## src/rtl/cpu_seq_ctrl_pkg.sv

```systemverilog
// Sequencer constants: state encodings, reset PC and NOP encoding.
// Shared by the multi-cycle control and its bench.
package cpu_seq_ctrl_pkg;

  typedef enum logic [2:0] {
    SEQ_IF   = 3'd0,
    SEQ_ID   = 3'd1,
    SEQ_EX   = 3'd2,
    SEQ_MEM  = 3'd3,
    SEQ_WB   = 3'd4,
    SEQ_HALT = 3'd5
  } seq_state_t;

  localparam logic [31:0] RESET_PC_DEF = 32'h0000_8000;
  localparam logic [31:0] NOP_INSN     = 32'h0000_0013;

endpackage

```

## src/rtl/cpu_seq_ctrl.sv

```systemverilog
// Multi-cycle RV32I sequencer: owns pc, ir and instret, and steps
// each instruction through IF/ID/EX/MEM/WB with memory handshakes.
module cpu_seq_ctrl
  import cpu_seq_ctrl_pkg::*;
#(
  parameter logic [31:0] RESET_PC = RESET_PC_DEF
) (
  input  logic        clk,
  input  logic        rst,
  output logic        imem_req,
  output logic [31:0] imem_addr,
  input  logic        imem_ready,
  input  logic [31:0] imem_rdata,
  output logic [31:0] ir,
  input  logic        dec_is_load,
  input  logic        dec_is_store,
  input  logic        dec_reg_we,
  input  logic        dec_is_halt,
  input  logic        br_taken,
  input  logic [31:0] br_target,
  output logic        dmem_req,
  output logic        dmem_we,
  input  logic        dmem_ready,
  output logic        rf_we,
  output logic [31:0] pc,
  output logic        halted,
  output logic [31:0] instret
);

  seq_state_t  state;
  seq_state_t  state_nxt;
  logic        started;
  logic        tk_q;
  logic [31:0] tgt_q;
  logic        fetch_done;

  // started holds off the first fetch until one edge after reset
  assign fetch_done = (state == SEQ_IF) & started & imem_ready;

  always_ff @(posedge clk or posedge rst) begin
    if (rst) begin
      state   <= SEQ_IF;
      started <= 1'b0;
    end else begin
      state   <= state_nxt;
      started <= 1'b1;
    end
  end

  always_comb begin
    state_nxt = state;
    unique case (state)
      SEQ_IF:   if (fetch_done) state_nxt = SEQ_ID;
      SEQ_ID:   state_nxt = dec_is_halt ? SEQ_HALT : SEQ_EX;
      SEQ_EX: begin
        if (dec_is_load || dec_is_store)
          state_nxt = SEQ_MEM;
        else
          state_nxt = SEQ_WB;
      end
      SEQ_MEM:  if (dmem_ready) state_nxt = SEQ_WB;
      SEQ_WB:   state_nxt = SEQ_IF;
      SEQ_HALT: state_nxt = SEQ_HALT;
      default:  state_nxt = SEQ_IF;
    endcase
  end

  always_ff @(posedge clk or posedge rst) begin
    if (rst) begin
      pc      <= RESET_PC;
      ir      <= NOP_INSN;
      tk_q    <= 1'b0;
      tgt_q   <= 32'd0;
      instret <= 32'd0;
    end else begin
      if (fetch_done)
        ir <= imem_rdata;
      if (state == SEQ_EX) begin
        tk_q  <= br_taken;
        tgt_q <= br_target & ~32'd3;
      end
      if (state == SEQ_WB) begin
        pc      <= tk_q ? tgt_q : pc + 32'd4;
        instret <= instret + 32'd1;
      end
    end
  end

  always_comb begin
    imem_req = 1'b0;
    dmem_req = 1'b0;
    dmem_we  = 1'b0;
    rf_we    = 1'b0;
    halted   = 1'b0;
    unique case (state)
      SEQ_IF:   imem_req = started;
      SEQ_MEM: begin
        dmem_req = 1'b1;
        dmem_we  = dec_is_store;
      end
      SEQ_WB:   rf_we = dec_reg_we & ~dec_is_store;
      SEQ_HALT: halted = 1'b1;
      default:  ;
    endcase
  end

  assign imem_addr = pc;

endmodule

```

## config.mk

```make
export PLATFORM = sky130hd
export DESIGN_NAME = cpu_seq_ctrl
export DESIGN_NICKNAME = d
export VERILOG_FILES = /design/src/rtl/cpu_seq_ctrl_pkg.sv /design/src/rtl/cpu_seq_ctrl.sv
export SDC_FILE = /design/constraint.sdc
export NUM_CORES = 1
export LEC_CHECK = 0
export BUFFER_PORTS_ARGS = -buffer_cell sky130_fd_sc_hd__buf_2
export CORE_MARGIN = 2
export CORE_UTILIZATION = 50
export CTS_BUF_LIST = sky130_fd_sc_hd__clkbuf_2
export DETAILED_ROUTE_END_ITERATION = 8
export PLACE_DENSITY = 0.79
export SETUP_SLACK_MARGIN = 0.1
export SYNTH_ARGS = -nofsm -noshare
export SYNTH_HDL_FRONTEND = slang
export SYNTH_SLANG_ARGS = --single-unit
```

## constraint.sdc

```tcl
create_clock -name clk -period 7.2 [get_ports clk]
set_input_delay 0.72 -clock clk [delete_from_list [all_inputs] [get_ports clk]]
set_output_delay 0.72 -clock clk [all_outputs]
set_load 0.01 [all_outputs]
```

Yosys cells after proc, flatten, opt, wreduce, memory -nomap -nowiden
Index checks and enable logic that the tools add are counted.
Widths: inputs -> output; s select.
Storage, ports and cells
  bits in registers: 131
  input port bits: 73
  output and inout bits: 133
  logic and storage cells: 34
Cells by class
  add/subtract/negate cells: 2
  equal/unequal tests: 7
  mux-type cells: 11
  bitwise logic cells: 4
  reduce and logical (&&, ||, !) cells: 3
Operators with widths (count)
  $add 32x1->32 const B: 1
  $add 32x3->32 const B: 1
  $mux 32: 1
  $pmux 3 s5: 1
  $mux 3: 4
  $eq 3x2->1 const B: 2
  $eq 3x3->1 const B: 2
  $mux 1: 5
  $ne 2x2->1 const B: 2
  $and 1x1->1: 3
  $eq 3x1->1 const B: 1
  $logic_not 3->1: 1
  $reduce_and 2->1: 1
  $logic_or 1x1->1: 1
  $not 1->1: 1

Longest topological paths before layout
  depth in word-level cells: 5
  gate-level depth with buffers: 8
  mapped depth without buffers: 6

Worst setup path before layout
Ideal clock, no wire load.
  path kind: reg-to-output
  start point: register state[1]
  end point: output port rf_we
  arrival time: 1386 ps
  required time: 6480 ps
  path slack: 5094 ps
  cell stages (with the launch flop): 7
  path buffers: 3
  cell sequence: dfrtp_1 > clkbuf_1 > nor2_1 > nand2_1 > buf_2 > buf_1 > nor3b_1
Between the ends
  longest elaborated chain between the ends: 2
Ends and longest elaborated chain
  start: declaration: line cpu_seq_ctrl.sv:30  | seq_state_t state;
  start signal: assignment: line cpu_seq_ctrl.sv:45  | state <= state_nxt;
  $eq 3x3->1: line cpu_seq_ctrl.sv:95  | unique case (state)
  $mux 1: line cpu_seq_ctrl.sv:95
  end: declaration: line cpu_seq_ctrl.sv:24  | output logic rf_we,
No other way between the ends.

Worst setup path in the final report
  start point: register state[2]
  end point: output port dmem_we
Between the ends
  longest elaborated chain between the ends: 2
Ends and longest elaborated chain
  $eq 3x2->1: line cpu_seq_ctrl.sv:95
  $mux 1: line cpu_seq_ctrl.sv:95
  end: declaration: line cpu_seq_ctrl.sv:22  | output logic dmem_we,
No other way between the ends.

==> flow_summary.html <==
<table>
<tr><th>Metric</th><th>Value</th></tr>
<tr><th colspan="2">CTS</th></tr>
<tr><td>Worst-Skew Late Latency</td><td>0.70 ns</td></tr>
<tr><td>Total of cells resized after clock tree synthesis</td><td>0</td></tr>
<tr><td>Root buffer cell</td><td>sky130_fd_sc_hd__clkbuf_2</td></tr>
<tr><td>Buffers from clock root to sink, at most</td><td>2</td></tr>
<tr><td>Clock buffers created by TritonCTS</td><td>17</td></tr>
<tr><td>TritonCTS clock tree</td><td>yes</td></tr>
<tr><td>Clock transition at the registers of the reported paths</td><td>0.20 ns</td></tr>
<tr><td>Htree depth</td><td>4</td></tr>
<tr><td>Total clock sinks</td><td>129</td></tr>
<tr><td>Post-CTS setup buffer count</td><td>0</td></tr>
<tr><th colspan="2">Layout</th></tr>
<tr><td>Layout Utilization</td><td>60.37%</td></tr>
<tr><td>Number of nets in the layout</td><td>799</td></tr>
<tr><td>Fraction of layout cells with a size suffix above 1</td><td>41.66%</td></tr>
<tr><td>Most frequent cells in the layout</td><td>sky130_fd_sc_hd__buf_2, sky130_fd_sc_hd__dfrtp_1, sky130_fd_sc_hd__mux2_2, sky130_fd_sc_hd__nand2_1, sky130_fd_sc_hd__nand3_1</td></tr>
<tr><td>Layout overhead on the synthesized area</td><td>17.41%</td></tr>
<tr><td>Leading cell type in the layout, fill and taps excluded</td><td>sky130_fd_sc_hd__buf_2</td></tr>
<tr><td>Final design instance area without fill</td><td>0.007282 sq mm</td></tr>
<tr><th colspan="2">Placement</th></tr>
<tr><td>Setup WS pre-CTS</td><td>4.683 ns</td></tr>
<tr><td>Cell area after placement</td><td>0.007078 sq mm</td></tr>
<tr><td>HPWL after DPL</td><td>9.705 mm</td></tr>
<tr><td>Input/output buffers</td><td>199</td></tr>
<tr><td>Global placement routability congestion</td><td>0.8326</td></tr>
<tr><th colspan="2">Critical path</th></tr>
<tr><td>Worst Reg2Reg Path Length in Cells</td><td>4</td></tr>
<tr><td>Stages on worst setup path</td><td>4</td></tr>
<tr><td>Critical Path Source</td><td>state[2]$_DFFE_PP0P_</td></tr>
<tr><td>Beginning of the worst register-to-register path</td><td>tk_q$_DFFE_PP0N_</td></tr>
<tr><td>Startpoint kind of the worst setup timing path</td><td>register</td></tr>
<tr><td>Critical path buffer and inverter count</td><td>1</td></tr>
<tr><td>CP Data Arrival Time</td><td>1.89 ns</td></tr>
<tr><td>Cells traversed along the worst timing path</td><td>nand2b_1, nor2_1, and2_1, buf_2</td></tr>
<tr><td>Element type at the critical path end</td><td>output pin</td></tr>
<tr><td>Critical path peak fanout</td><td>8</td></tr>
<tr><td>Top Family by Delay on Critical Path</td><td>simple AND/OR/NAND/NOR gates</td></tr>
<tr><td>Setup slack of the worst register-to-register path</td><td>4.70 ns</td></tr>
<tr><td>Cell with the largest stage delay on the worst path</td><td>sky130_fd_sc_hd__dfrtp_1</td></tr>
<tr><td>Setup Crit Path Kind</td><td>register to output pin</td></tr>
<tr><td>Reg-to-reg critical path endpoint</td><td>imem_addr[26]$_DFFE_PP0N_</td></tr>
<tr><td>Delay contributed by the slowest stage of the critical path</td><td>0.49 ns</td></tr>
<tr><td>Critical Path End</td><td>dmem_we</td></tr>
<tr><td>Required time worst endpoint</td><td>6.48 ns</td></tr>
<tr><th colspan="2">Drt</th></tr>
<tr><td>Count of routing violations after the opening detailed-route iteration</td><td>262</td></tr>
<tr><td>Detail-routed via count per cell</td><td>5.338</td></tr>
<tr><td>Detailed-route via count</td><td>4836</td></tr>
<tr><td>Remaining routing DRC violations</td><td>0</td></tr>
<tr><td>Total Wirelength</td><td>14.12 mm</td></tr>
<tr><td>Average detailed-routed wire length per instance</td><td>15.58 um</td></tr>
<tr><td>Antenna viol nets, final</td><td>0</td></tr>
<tr><td>Number of iterations in the first detailed-routing pass</td><td>6</td></tr>
<tr><th colspan="2">Run status</th></tr>
<tr><td>Status</td><td>finished clean</td></tr>
<tr><th colspan="2">Floorplan</th></tr>
<tr><td>Horizontal extent of the die</td><td>115.4 um</td></tr>
<tr><td>Placeable Area</td><td>0.01206 sq mm</td></tr>
<tr><td>Row cnt</td><td>40</td></tr>
<tr><td>Number of primary I/O pins</td><td>206</td></tr>
<tr><td>Starting density of the core</td><td>51.42%</td></tr>
<tr><td>Vertical extent of the die</td><td>115.4 um</td></tr>
<tr><td>Overall die area</td><td>0.01331 sq mm</td></tr>
<tr><th colspan="2">Power</th></tr>
<tr><td>Pwr Density</td><td>377.7 mW/mm^2</td></tr>
<tr><td>Worst supply voltage drop on vdd</td><td>0.2211 mV</td></tr>
<tr><td>Static leakage power</td><td>3.498 nW</td></tr>
<tr><th colspan="2">Synthesis</th></tr>
<tr><td>Avg Inst Size Synth</td><td>11.02 sq um</td></tr>
<tr><td>Leading cell types by total area after synthesis</td><td>sky130_fd_sc_hd__dfrtp_1, sky130_fd_sc_hd__mux2_2, sky130_fd_sc_hd__buf_4, sky130_fd_sc_hd__xnor2_1, sky130_fd_sc_hd__nand3_1</td></tr>
<tr><td>Cell type contributing the most total cell area after synthesis</td><td>sky130_fd_sc_hd__dfrtp_1</td></tr>
<tr><td>Yosys warns</td><td>0</td></tr>
<tr><td>Post-synthesis register bit count</td><td>129</td></tr>
<tr><td>Cells after synthesis</td><td>563</td></tr>
<tr><td>Netlist Area Pre-Place</td><td>0.006202 sq mm</td></tr>
<tr><td>Yosys cell types</td><td>51</td></tr>
<tr><td>Number of synthesized flops with an enable pin</td><td>0</td></tr>
<tr><td>Top-area cell type share of the netlist area</td><td>50.43%</td></tr>
<tr><td>Async set-or-reset flop fraction in the synthesized netlist</td><td>100.0%</td></tr>
<tr><td>Leading register cell type out of synthesis</td><td>sky130_fd_sc_hd__dfrtp_1</td></tr>
<tr><td>Register area share after synthesis</td><td>52.13%</td></tr>
<tr><th colspan="2">STA</th></tr>
<tr><td>Final setup slack of the worst path</td><td>4.593 ns</td></tr>
<tr><td>Worst slew margin relative to its limit</td><td>14.12%</td></tr>
<tr><td>Worst-margin pin slew</td><td>1.285 ns</td></tr>
<tr><td>Count of final max-slew check failures</td><td>0</td></tr>
<tr><td>Part of the cycle the worst path needs</td><td>36.21%</td></tr>
<tr><td>Post-route minimum period</td><td>2.607 ns</td></tr>
<tr><td>Final Hold Fails</td><td>0</td></tr>
<tr><td>Unrepaired setup endpoints after global routing</td><td>no</td></tr>
<tr><td>Setup clock skew after layout</td><td>0.02205 ns</td></tr>
<tr><td>Endpoints failing setup</td><td>0</td></tr>
<tr><td>Max frequency</td><td>383.6 MHz</td></tr>
<tr><td>Sum of negative setup slack</td><td>0 ns</td></tr>
<tr><td>Final hold slack</td><td>0.2259 ns</td></tr>
<tr><th colspan="2">Global route</th></tr>
<tr><td>Number of antenna violations at the first check in global routing</td><td>1</td></tr>
<tr><td>Tot GR Track Use</td><td>21.22%</td></tr>
<tr><td>GR Overflow Total</td><td>0</td></tr>
<tr><td>Largest net degree at the start of global routing</td><td>85</td></tr>
<tr><td>Vias in the first global route</td><td>4602</td></tr>
<tr><td>Global-route wire length before repair</td><td>22.11 mm</td></tr>
<tr><th colspan="2">Min path</th></tr>
<tr><td>Worst Hold Class</td><td>primary input to register</td></tr>
<tr><th colspan="2">Job</th></tr>
<tr><td>Max_cap viols</td><td>0</td></tr>
</table>
## report_power, final
| group | internal, mW | total, mW | switching (mW) |
|---|---|---|---|
| sequential | 1.00 | 1.31 | 0.307 |
| clock | 0.120 | 0.384 | 0.264 |
| combinational | 0.521 | 1.06 | 0.536 |
| total | 1.64 | 2.75 | 1.11 |
## stage by stage
stage	power, mW	instances
6_report	2.750	906
5_1_grt	2.957	906
4_1_cts	2.773	904
3_5_place_dp	2.390	872
3_3_place_gp	2.338	872
2_1_floorplan	2.055	566
## metal layers
layer / track usage [%] / part of all wire, %
met1: 26.25 / 43
met2: 35.56 / 52
met3: 6.747 / 4.6
met4: 6.586 / 0.91
met5: 0 / 0
## layout make-up
type	count	area, sq um
clock inverters	13	96.34
clock buffers	19	95.09
multi-input cells	365	2579
diodes	1	2.502
flip-flops and latches	129	3234
well taps	168	210.2
inverters	7	28.78
repair buffers	204	1036
fillers	1002	4780
## worst register-to-register path, cell delays in order (launching register included)
cell and delay [ns]:
sky130_fd_sc_hd__dfrtp_2 1.09, sky130_fd_sc_hd__inv_1 0.65, sky130_fd_sc_hd__or3_1 0.50, sky130_fd_sc_hd__o21ai_0 0.09, sky130_fd_sc_hd__a311oi_1 0.06
## cell usage after synthesis, drive strengths merged, types with 3 or more instances
master	count
inv	7
and4	11
nand4	18
xnor2	25
a22oi	5
nor2b	8
mux2i	7
nor2	26
nand2b	4
nor3	11
o21ai	27
and2	7
nor4	5
mux2	62
dfrtp	125
a21oi	21
dfstp	4
and3	13
xor2	6
a211o	3
nand2	35
buf	49
nand3	36
clkbuf	16
a311oi	3
## registers in the layout (all words and copies together), names as in the netlist
| name | cells |
|---|---|
| instret | 32 |
| started | 1 |
| tk_q | 1 |
| imem_addr | 30 |
| ir | 32 |
| state | 3 |
| tgt_q | 30 |
## how the worst min path moves through the flow
stage	endpoint	slack [ns]	start	cells past startpoint
after detailed placement	instret[31]$_DFFE_PP0N_	0.46	instret[31]$_DFFE_PP0N_	1
final	ir[4]$_DFFE_PP1P_	0.23	imem_rdata[4]	2
after global placement	instret[31]$_DFFE_PP0N_	0.46	instret[31]$_DFFE_PP0N_	1
after CTS	ir[12]$_DFFE_PP0P_	0.005	rst	2
after floorplan	tgt_q[14]$_DFFE_PP0N_	0.47	tgt_q[14]$_DFFE_PP0N_	1
after global routing	tgt_q[15]$_DFFE_PP0N_	0.12	br_target[15]	2
## logic make-up after synthesis
family	after synthesis	share of synthesized area, %
buf+inv	72	6.698
other cells	2	0.1211
compound gates	78	7.808
flops	129	52.13
xor+xnor	31	4.378
mux	69	12.39
simple gates	180	16.08
fa+ha+maj	2	0.4034
## timing repair
action                                 4_1_cts  5_1_grt
hold buffers                                 0        1
endpoints found under the hold margin        0       18
setup endpoints to repair                    0        0
No activity file was read; power rests on OpenSTA's default activity.
